**src/rtl/seq_detect_prog_if.sv**
```systemverilog
// Bus bundle for seq_detect_prog: serial input, runtime config and detector outputs.
// Handshake: bit_in is consumed on any rising edge where bit_vld is high; there is
// no backpressure (the detector accepts one bit per cycle). cfg_load, cnt_clr and
// overlap_en are single-cycle level qualifiers sampled on the same edge.
interface seq_detect_prog_if #(
  parameter int MAX_LEN = 8,
  parameter int LEN_W   = $clog2(MAX_LEN + 1),
  parameter int CNT_W   = 8
);
  logic               bit_in;
  logic               bit_vld;
  logic               cfg_load;
  logic [MAX_LEN-1:0] cfg_pattern;
  logic [LEN_W-1:0]   cfg_len;
  logic               overlap_en;
  logic               cnt_clr;
  logic               match;
  logic [CNT_W-1:0]   match_cnt;
  logic               armed;
  logic [1:0]         state_dbg;

  modport master (
    output bit_in, bit_vld, cfg_load, cfg_pattern, cfg_len, overlap_en, cnt_clr,
    input  match, match_cnt, armed, state_dbg
  );

  modport slave (
    input  bit_in, bit_vld, cfg_load, cfg_pattern, cfg_len, overlap_en, cnt_clr,
    output match, match_cnt, armed, state_dbg
  );
endinterface

```
**src/rtl/seq_detect_prog.sv**
```systemverilog
// Runtime-programmable serial pattern detector with overlap / non-overlap modes.
// Optional feature macro: SEQDET_COUNT_EN -- when defined, a saturating match
// counter drives match_cnt and honours cnt_clr; when undefined match_cnt is 0.
module seq_detect_prog #(
  parameter int               MAX_LEN = 8,
  parameter int               LEN_W   = $clog2(MAX_LEN + 1),
  parameter int               CNT_W   = 8,
  parameter logic [MAX_LEN-1:0] RST_PAT = 'b1101,
  parameter int               RST_LEN = 4
) (
  input logic              clk,
  input logic              rst,
  seq_detect_prog_if.slave det
);

  typedef enum logic [1:0] {
    ST_DISABLED = 2'd0,
    ST_FILL     = 2'd1,
    ST_ARMED    = 2'd2
  } state_e;

  localparam state_e ST_RESET = (RST_LEN == 0) ? ST_DISABLED : ST_FILL;

  state_e             state_q, state_d;
  logic [MAX_LEN-1:0] hist_q, hist_d;
  logic [MAX_LEN-1:0] pat_q, pat_d;
  logic [LEN_W-1:0]   len_q, len_d;
  logic [LEN_W-1:0]   fill_q, fill_d;
  logic               match_q, match_d;

  logic [MAX_LEN-1:0] len_mask;
  logic [MAX_LEN-1:0] hist_shift;
  logic [LEN_W-1:0]   fill_inc;
  logic [LEN_W-1:0]   cfg_len_clamped;
  logic               fill_full;
  logic               hit;

  // Datapath helpers: history including the current bit, saturating fill and the compare.
  always_comb begin
    len_mask = '0;
    for (int i = 0; i < MAX_LEN; i++) begin
      len_mask[i] = (i < int'(len_q));
    end
    hist_shift      = {hist_q[MAX_LEN-2:0], det.bit_in};
    fill_inc        = (fill_q < len_q) ? fill_q + LEN_W'(1) : fill_q;
    fill_full       = (fill_inc >= len_q);
    hit             = det.bit_vld && fill_full &&
                      (((hist_shift ^ pat_q) & len_mask) == '0);
    cfg_len_clamped = (det.cfg_len > LEN_W'(MAX_LEN)) ? LEN_W'(MAX_LEN) : det.cfg_len;
  end

  // Next-state logic: cfg_load wins over bit_vld and discards the current bit.
  always_comb begin
    state_d = state_q;
    hist_d  = hist_q;
    pat_d   = pat_q;
    len_d   = len_q;
    fill_d  = fill_q;
    match_d = 1'b0;
    if (det.cfg_load) begin
      pat_d   = det.cfg_pattern;
      len_d   = cfg_len_clamped;
      hist_d  = '0;
      fill_d  = '0;
      state_d = (cfg_len_clamped == '0) ? ST_DISABLED : ST_FILL;
    end else begin
      case (state_q)
        ST_FILL, ST_ARMED: begin
          if (det.bit_vld) begin
            hist_d = hist_shift;
            fill_d = fill_inc;
            if (hit) begin
              match_d = 1'b1;
              if (det.overlap_en) begin
                state_d = ST_ARMED;
              end else begin
                // Non-overlap: the matched bits may not seed the next match.
                hist_d  = '0;
                fill_d  = '0;
                state_d = ST_FILL;
              end
            end else begin
              state_d = fill_full ? ST_ARMED : ST_FILL;
            end
          end
        end
        default: begin
          // DISABLED (and the unused encoding) ignore the serial stream.
          state_d = ST_DISABLED;
        end
      endcase
    end
  end

  // State and datapath registers, restored to the reset configuration.
  always_ff @(posedge clk) begin
    if (!rst) begin
      state_q <= ST_RESET;
      hist_q  <= '0;
      pat_q   <= RST_PAT;
      len_q   <= LEN_W'(RST_LEN);
      fill_q  <= '0;
      match_q <= 1'b0;
    end else begin
      state_q <= state_d;
      hist_q  <= hist_d;
      pat_q   <= pat_d;
      len_q   <= len_d;
      fill_q  <= fill_d;
      match_q <= match_d;
    end
  end

  assign det.match     = match_q;
  assign det.armed     = (state_q == ST_ARMED);
  assign det.state_dbg = state_q;

`ifdef SEQDET_COUNT_EN
  logic [CNT_W-1:0] cnt_q, cnt_d;

  // Saturating counter; a coincident clear and match leaves a count of one.
  always_comb begin
    cnt_d = cnt_q;
    if (match_d) begin
      if (det.cnt_clr) begin
        cnt_d = CNT_W'(1);
      end else if (cnt_q != {CNT_W{1'b1}}) begin
        cnt_d = cnt_q + CNT_W'(1);
      end
    end else if (det.cnt_clr) begin
      cnt_d = '0;
    end
  end

  // Counter register.
  always_ff @(posedge clk) begin
    if (!rst) begin
      cnt_q <= '0;
    end else begin
      cnt_q <= cnt_d;
    end
  end

  assign det.match_cnt = cnt_q;
`else
  logic unused_cnt_clr;
  assign unused_cnt_clr = det.cnt_clr;
  assign det.match_cnt  = '0;
`endif

endmodule

```
**src/flat_wrapper.sv**
```systemverilog
// flat-port wrapper written by rule: the top's interface ports become plain ports
module seq_detect_prog_flat 
#(
  parameter int               MAX_LEN = 8,
  parameter int               LEN_W   = $clog2(MAX_LEN + 1),
  parameter int               CNT_W   = 8,
  parameter logic [MAX_LEN-1:0] RST_PAT = 'b1101,
  parameter int               RST_LEN = 4
)
  (clk, rst, det_bit_in, det_bit_vld, det_cfg_load, det_cfg_pattern, det_cfg_len, det_overlap_en, det_cnt_clr, det_match, det_match_cnt, det_armed, det_state_dbg);
  seq_detect_prog_if #(.MAX_LEN(MAX_LEN), .LEN_W(LEN_W), .CNT_W(CNT_W)) det_i ();
  input logic clk;
  input logic rst;
  input wire logic [$bits(det_i.bit_in)-1:0] det_bit_in;
  input wire logic [$bits(det_i.bit_vld)-1:0] det_bit_vld;
  input wire logic [$bits(det_i.cfg_load)-1:0] det_cfg_load;
  input wire logic [$bits(det_i.cfg_pattern)-1:0] det_cfg_pattern;
  input wire logic [$bits(det_i.cfg_len)-1:0] det_cfg_len;
  input wire logic [$bits(det_i.overlap_en)-1:0] det_overlap_en;
  input wire logic [$bits(det_i.cnt_clr)-1:0] det_cnt_clr;
  output wire logic [$bits(det_i.match)-1:0] det_match;
  output wire logic [$bits(det_i.match_cnt)-1:0] det_match_cnt;
  output wire logic [$bits(det_i.armed)-1:0] det_armed;
  output wire logic [$bits(det_i.state_dbg)-1:0] det_state_dbg;
  assign det_i.bit_in = det_bit_in;
  assign det_i.bit_vld = det_bit_vld;
  assign det_i.cfg_load = det_cfg_load;
  assign det_i.cfg_pattern = det_cfg_pattern;
  assign det_i.cfg_len = det_cfg_len;
  assign det_i.overlap_en = det_overlap_en;
  assign det_i.cnt_clr = det_cnt_clr;
  assign det_match = det_i.match;
  assign det_match_cnt = det_i.match_cnt;
  assign det_armed = det_i.armed;
  assign det_state_dbg = det_i.state_dbg;
  seq_detect_prog #(.MAX_LEN(MAX_LEN), .LEN_W(LEN_W), .CNT_W(CNT_W), .RST_PAT(RST_PAT), .RST_LEN(RST_LEN)) u_core (.clk(clk), .rst(rst), .det(det_i));
endmodule
```
**config.mk**
```make
export PLATFORM = sky130hd
export DESIGN_NAME = seq_detect_prog_flat
export DESIGN_NICKNAME = d
export VERILOG_FILES = /design/src/rtl/seq_detect_prog_if.sv /design/src/rtl/seq_detect_prog.sv /design/src/flat_wrapper.sv
export SDC_FILE = /design/constraint.sdc
export NUM_CORES = 1
export LEC_CHECK = 0
export ABC_AREA = 0
export CAP_MARGIN = 0
export CORE_ASPECT_RATIO = 0.7
export CORE_MARGIN = 1.5
export CORE_UTILIZATION = 56
export CTS_CLUSTER_DIAMETER = 60
export DETAILED_ROUTE_END_ITERATION = 8
export DONT_BUFFER_PORTS = 1
export PLACE_DENSITY_LB_ADDON = 0.2
export SETUP_SLACK_MARGIN = 0.5
export SYNTH_ARGS = -nofsm -noshare
export SYNTH_HDL_FRONTEND = slang
export SYNTH_SLANG_ARGS = --single-unit
```
**constraint.sdc**
```tcl
create_clock -name clk -period 2.8 [get_ports clk]
set_input_delay 0.14 -clock clk [delete_from_list [all_inputs] [get_ports clk]]
set_output_delay 0.14 -clock clk [all_outputs]
set_load 0.005 [all_outputs]
```
==> Yosys cells after proc, flatten, opt, wreduce, memory -nomap -nowiden <==
Cells that the tools add are included.
{ "totals": {"reg_bits": 26, "out_inout_bits": 12, "wordCells": 48} }
{ "classes": {"muxes": 14, "bitwise": 5, "n_reduce_logical": 8, "eq_ne": 3, "order_cmp": 11, "add_sub_neg": 1} }
{ "ops": {"columns": ["cell", "n"], "rows": [
  ["3-bit by 4-bit < comparator with 1-bit output, first input constant", 4],
  ["4-bit 2-to-1 mux", 4],
  ["7-bit 2-to-1 mux", 2],
  ["2-bit 2-to-1 mux", 6],
  ["8-bit AND", 1],
  ["8-bit logical NOT", 1],
  ["1-bit by 4-bit < comparator with 1-bit output, first input constant", 2],
  ["2-bit by 4-bit < comparator with 1-bit output, first input constant", 2],
  ["8-bit bitwise XOR", 1],
  ["4-bit by 1-bit adder with 4-bit output, second input constant", 1],
  ["4-bit >= comparator", 1],
  ["4-bit greater-than comparator, second input constant", 1],
  ["4-bit logical NOT", 1],
  ["4-bit < comparator", 1],
  ["2-bit OR reduction", 2],
  ["4-bit OR reduction", 1],
  ["3-bit != test, second input constant", 1],
  ["1-bit NOT", 3],
  ["2-bit by 1-bit equality test with 1-bit output, second input constant", 1],
  ["2-bit equality test, second input constant", 1],
  ["1-bit logical AND", 2],
  ["1-bit 2-to-1 mux", 2],
  ["2-bit AND reduction", 1]
]} }

==> Longest topological paths before layout <==
{ "logic_depth": {"word_depth": 9, "ltp_mapped": 13, "mapped_depth_nobuf": 12} }

==> Least setup slack after synthesis <==
Ideal clock, no wire load.
{ "synth_path": {"path_kind": "reg2reg", "startpoint": "register u_core.len_q[1]", "endpoint": "register u_core.state_q[0] (netlist: u_core.det.state_dbg[0])", "path_stages_with_launch": 11, "path_buffers": 0, "slack_ns": 0.089, "arrival_time_ns": 2.591, "period_less_slack_ns": 2.711, "path_cell_list": "dfxtp_1 > inv_1 > ha_1 > a2111oi_2 > nor2_1 > mux2_2 > ha_1 > a21oi_1 > o21a_1 > nand2b_1 > o31a_1"} }
{ "synth_between": {"elab_chain_len": 9, "word_cells_on_any_way": 20, "classes_between": "order compare (10); mux (6); bitwise (1); reduce/logical (3)"} }
{ "synth_rtl": {"columns": ["element", "line", "rtl"], "rows": [
  ["start: declaration", "seq_detect_prog.sv:27", "logic [LEN_W-1:0] len_q, len_d;"],
  ["start signal: assignment", "seq_detect_prog.sv:101", "len_q <= LEN_W'(RST_LEN);"],
  ["start signal: assignment", "seq_detect_prog.sv:108", "len_q <= len_d;"],
  ["4-bit < comparator", "seq_detect_prog.sv:45", "fill_inc = (fill_q < len_q) ? fill_q + LEN_W'(1) : fill_q;"],
  ["4-bit 2-to-1 mux", "seq_detect_prog.sv:45", null],
  ["4-bit >= comparator", "seq_detect_prog.sv:46", "fill_full = (fill_inc >= len_q);"],
  ["1-bit logical AND (2 in series)", "seq_detect_prog.sv:47", "hit = det.bit_vld && fill_full &&"],
  ["2-bit 2-to-1 mux *", "seq_detect_prog.sv:72", "if (hit) begin"],
  ["2-bit 2-to-1 mux *", "seq_detect_prog.sv:69", "if (det.bit_vld) begin"],
  ["2-bit 2-to-1 mux *", "seq_detect_prog.sv:67", "case (state_q)"],
  ["2-bit 2-to-1 mux *", "seq_detect_prog.sv:60", "if (det.cfg_load) begin"],
  ["end signal: assignment", "seq_detect_prog.sv:105", "state_q <= state_d;"],
  ["end: declaration", "seq_detect_prog.sv:24", "state_e state_q, state_d;"]
]} }
Mark *: on every way between the ends. The rest lies on a longest branch, timed or not. The select of a mux whose other input is x is not followed.
A chain may end at the register's enable or synchronous reset.

==> Worst setup path after layout <==
{ "layout_path": {"startpoint": "register u_core.len_q[1]", "endpoint": "register u_core.hist_q[2]"} }
{ "layout_between": {"elab_chain_len": 6, "word_cells_on_any_way": 16, "classes_between": "order compare (10); mux (2); bitwise (1); reduce/logical (3)"} }
{ "layout_rtl": {"columns": ["element", "line", "rtl"], "rows": [
  ["4-bit < comparator", "seq_detect_prog.sv:45", null],
  ["4-bit 2-to-1 mux", "seq_detect_prog.sv:45", null],
  ["4-bit >= comparator", "seq_detect_prog.sv:46", null],
  ["1-bit logical AND", "seq_detect_prog.sv:47", null],
  ["1-bit logical AND *", "seq_detect_prog.sv:47", null],
  ["7-bit 2-to-1 mux *", "seq_detect_prog.sv:72", null],
  ["end signal: assignment", "seq_detect_prog.sv:106", "hist_q <= hist_d;"],
  ["end: declaration", "seq_detect_prog.sv:25", "logic [MAX_LEN-1:0] hist_q, hist_d;"]
]} }
Mark *: on every way between the ends. The rest lies on a longest branch, timed or not.

==> metrics.txt <==
reg2reg setup slack about 0.20 ns; async set-reset flop share out of synthesis 0%; worst path cell trace inv_4 > ha_4 > a2111oi_4 > nor2_4 > mux2_4 > ha_4 > a21oi_2 > o21a_2 > o31ai_4 > buf_12 > a21oi_1; RD Place Congestion around 0.79; maximum clock rate 385 MHz; clock latency on the worst-skew pair around 0.27 ns; final hold vios 0; crit end category register; Fin Setup TNS 0 ns; Reg clk slew, reported paths ~0.080 ns; CTS tree yes; largest net degree at the start of global routing 19; Slew Limit Fails 0; Internal approximately 590 µW; Netlist cell types 42; Worst Hold Depth 1; Mapped Area ~1500 µm²; MaxCap Viol Count 0; hold endpoint u_core.pat_q[7]$_SDFFE_PN0P_; leakage power about 0.8 nW; Die Footprint ~3000 µm²; Non-Filler Instances about 220; number of synthesized flops with an enable pin 0; Area growth syn-to-layout 22.3%; synth top area cells dfxtp_1, ha_1, mux2i_1; crit share post-route 92.8%; Switching Fraction about a quarter; sw power around 200 µW; CP Max Fanout 9; number of global-route vias before repair 1241; start of the worst register-to-register path u_core.len_q[1]$_SDFFE_PN0P_; skew final 0.00167 ns; NumNets Final approximately 220; diode count 0; placed instance count slightly above 200; final setup fails 0; most used cell, CP ha_4; total chip power 788 µW; post-layout min period 2.60 ns; Worst Path Arrival between 2 and 3 ns; CP max-delay cell a2111oi_4; vias between 1000 and 1500; CP Buf/Inv Count 2; initial antenna violation count 0; max incr delay on CP ~0.45 ns; pre-CTS setup slack 0.0949 ns; Combinational Power Share between 10% and 20%; Starting Density about three fifths; CTS Buf Count 3; worst vdd ir 442 µV; clk sinks 26; Post-DP HPWL around 2.5 mm; Reg2Reg Depth 11; Setup CP Type register to register; reg-to-reg critical path endpoint u_core.hist_q[2]$_SDFFE_PP0P_; top_reg_cell synth dfxtp_1; gr usage total between 20% and 30%; layout cells sized above 1 26.2%; power per cell area between 400 and 500 nW/µm²; Slew HR approximately three fifths; Core Footprint around 2500 µm²; final setup margin slightly above 0.2 ns; syn_area_per_cell 8.89 µm²; drt initial violations 46; Least-Margin Pin Slew 0.587 ns; Seq pwr share roughly half; status finished clean; H-tree depth 1; Top delay family on crit path compound AO/OA/AOI/OAI gates; Synth area leader dfxtp_1; first-pass GRT wire length about 5.5 mm; port bufs 0; Hold WC Path Type input pin to register; RSZ-0062 raised after global routing yes; warnings from Yosys 0; register area share after synthesis about 35%; Hold Path Origin rst; clock network power share between 30% and 40%; Critical Path RT between 2 and 3 ns; flops & latches, synth 26; Critical Path Start Type register; die span in x ~65 µm; Syn Inst Count about 170; DRT Pass-1 Iters 4; row count 15; global route overflow 0; DR WL/cell ~16 µm; DRT antenna net count 0; CP Depth 11; Max Root-Sink Buffers 2; DRC Markers 0; Fillers 190; top cell type's share of synthesized area between 30% and 40%; Ports 31; CTS Root Cell clkbuf_8; Die Ht ~46 µm; drt total wl approximately 3.5 mm; Vias per Instance ~5.7; WHS about 0.0056 ns
worst register-to-register path: cells and delay by family (launching register included):
kind	cells	cell delay, ns
fa+ha+maj	2	0.48
simple gates	1	0.08
compound gates	5	1.04
mux	1	0.33
flops	1	0.37
buf+inv	2	0.20
layout by cell type, fill, tap and decap left out, drive strengths merged, types with 2 or more instances in the layout:
master       synthesis  routed
a21oi                8       8
and2                 2       2
buf                  9      17
clkbuf               5       4
conb                 1       8
dfxtp               26      26
dlygate4sd3          0       4
ha                   9       9
inv                  5       5
mux2i               10      10
nand2               23      23
nand2b               4       4
nand3                2       2
nor2                13      13
nor2b                8       8
nor3                 2       2
o21a                 2       2
o21ai                4       4
o22ai                2       2
o31ai                2       2
xnor2                3       3
xor2                11      11
final cells by class:
class | count | area (µm²) | area share, %
flip-flops and latches | 26 | 528 | 28.7
well taps | 34 | 42.5 | 2.31
inverters | 5 | 21.3 | 1.16
repair buffers | 21 | 180 | 9.80
clock buffers | 4 | 55.1 | 3.00
multi-input cells | 131 | 1010 | 55.0
power groups by stage:
stage | logic [mW] | registers, mW | clock network [mW]
3_5_place_dp | 0.121 | 0.403 | 0
5_1_grt | 0.168 | 0.396 | 0.257
4_1_cts | 0.141 | 0.393 | 0.251
2_1_floorplan | 0.105 | 0.401 | 0
6_report | 0.154 | 0.394 | 0.239
3_3_place_gp | 0.115 | 0.402 | 0
metrics by stage:
stage / utilization (%) / area [µm²]
2_1_floorplan: - / 1570
3_3_place_gp: 64.2 / 1600
3_5_place_dp: 64.2 / 1600
4_1_cts: 71.0 / 1770
5_1_grt: 73.6 / 1840
6_report: 73.6 / 1840
per-layer routing:
layer	GRT usage (%)	vias up	part of all wire, %
met1	28.8	590	42
met5	0	-	0
met3	6.36	10	6.2
met2	44.1	50	50
met4	10.2	0	1.9
li1	-	604	-
cells in the mapped netlist (2+ instances only):
| library cell | instances |
|---|---|
| o21ai_0 | 3 |
| nand2b_1 | 4 |
| and2_1 | 2 |
| nor3_1 | 2 |
| nor2_1 | 13 |
| a21oi_1 | 8 |
| nand3_1 | 2 |
| dfxtp_1 | 26 |
| mux2i_1 | 10 |
| buf_4 | 8 |
| o22ai_1 | 2 |
| inv_1 | 5 |
| o21a_1 | 2 |
| nand2_1 | 23 |
| ha_1 | 9 |
| xnor2_1 | 3 |
| xor2_1 | 11 |
| nor2b_1 | 8 |
| clkbuf_1 | 5 |
worst max-delay path by stage:
stage                                                to                         start  slack [ns]
after global placement    u_core.hist_q[2]$_SDFFE_PP0P_  u_core.len_q[1]$_SDFFE_PN0P_        0.16
after CTS                 u_core.hist_q[2]$_SDFFE_PP0P_  u_core.len_q[1]$_SDFFE_PN0P_        0.25
after detailed placement  u_core.hist_q[2]$_SDFFE_PP0P_  u_core.len_q[1]$_SDFFE_PN0P_        0.09
final                     u_core.hist_q[2]$_SDFFE_PP0P_  u_core.len_q[1]$_SDFFE_PN0P_        0.20
after floorplan           u_core.hist_q[0]$_SDFFE_PP0P_  u_core.len_q[3]$_SDFFE_PN0P_        0.28
after global routing      u_core.hist_q[2]$_SDFFE_PP0P_  u_core.len_q[1]$_SDFFE_PN0P_        0.11
logic make-up after synthesis:
kind of cell,Yosys count,share of synthesized area (%)
buffers and inverters,19,7.24
AO/OA/AOI/OAI,30,15.8
flip-flops,26,34.6
AND/OR/NAND/NOR,59,19.0
multiplexers,11,7.41
other,1,0.250
XOR/XNOR,14,8.16
adder cells (fa/ha/maj),9,7.49
sequential cells by signal, summed over array words and instances (netlist names):
signal and cells:
u_core.fill_q 4, u_core.hist_q 7, u_core.pat_q 8, u_core.det.match 1, u_core.det.state_dbg 2, u_core.len_q 4
timing repair:
action | in CTS | in global routing
hold buffers | 3 | 1
endpoints found under the hold margin | 12 | 1
gates resized for setup | 13 | 6
gates cloned | 0 | 0
setup endpoints to repair | 14 | 14
pin swaps | 4 | 2
setup buffers | 5 | 3
(Power assumes the default switching activity.)
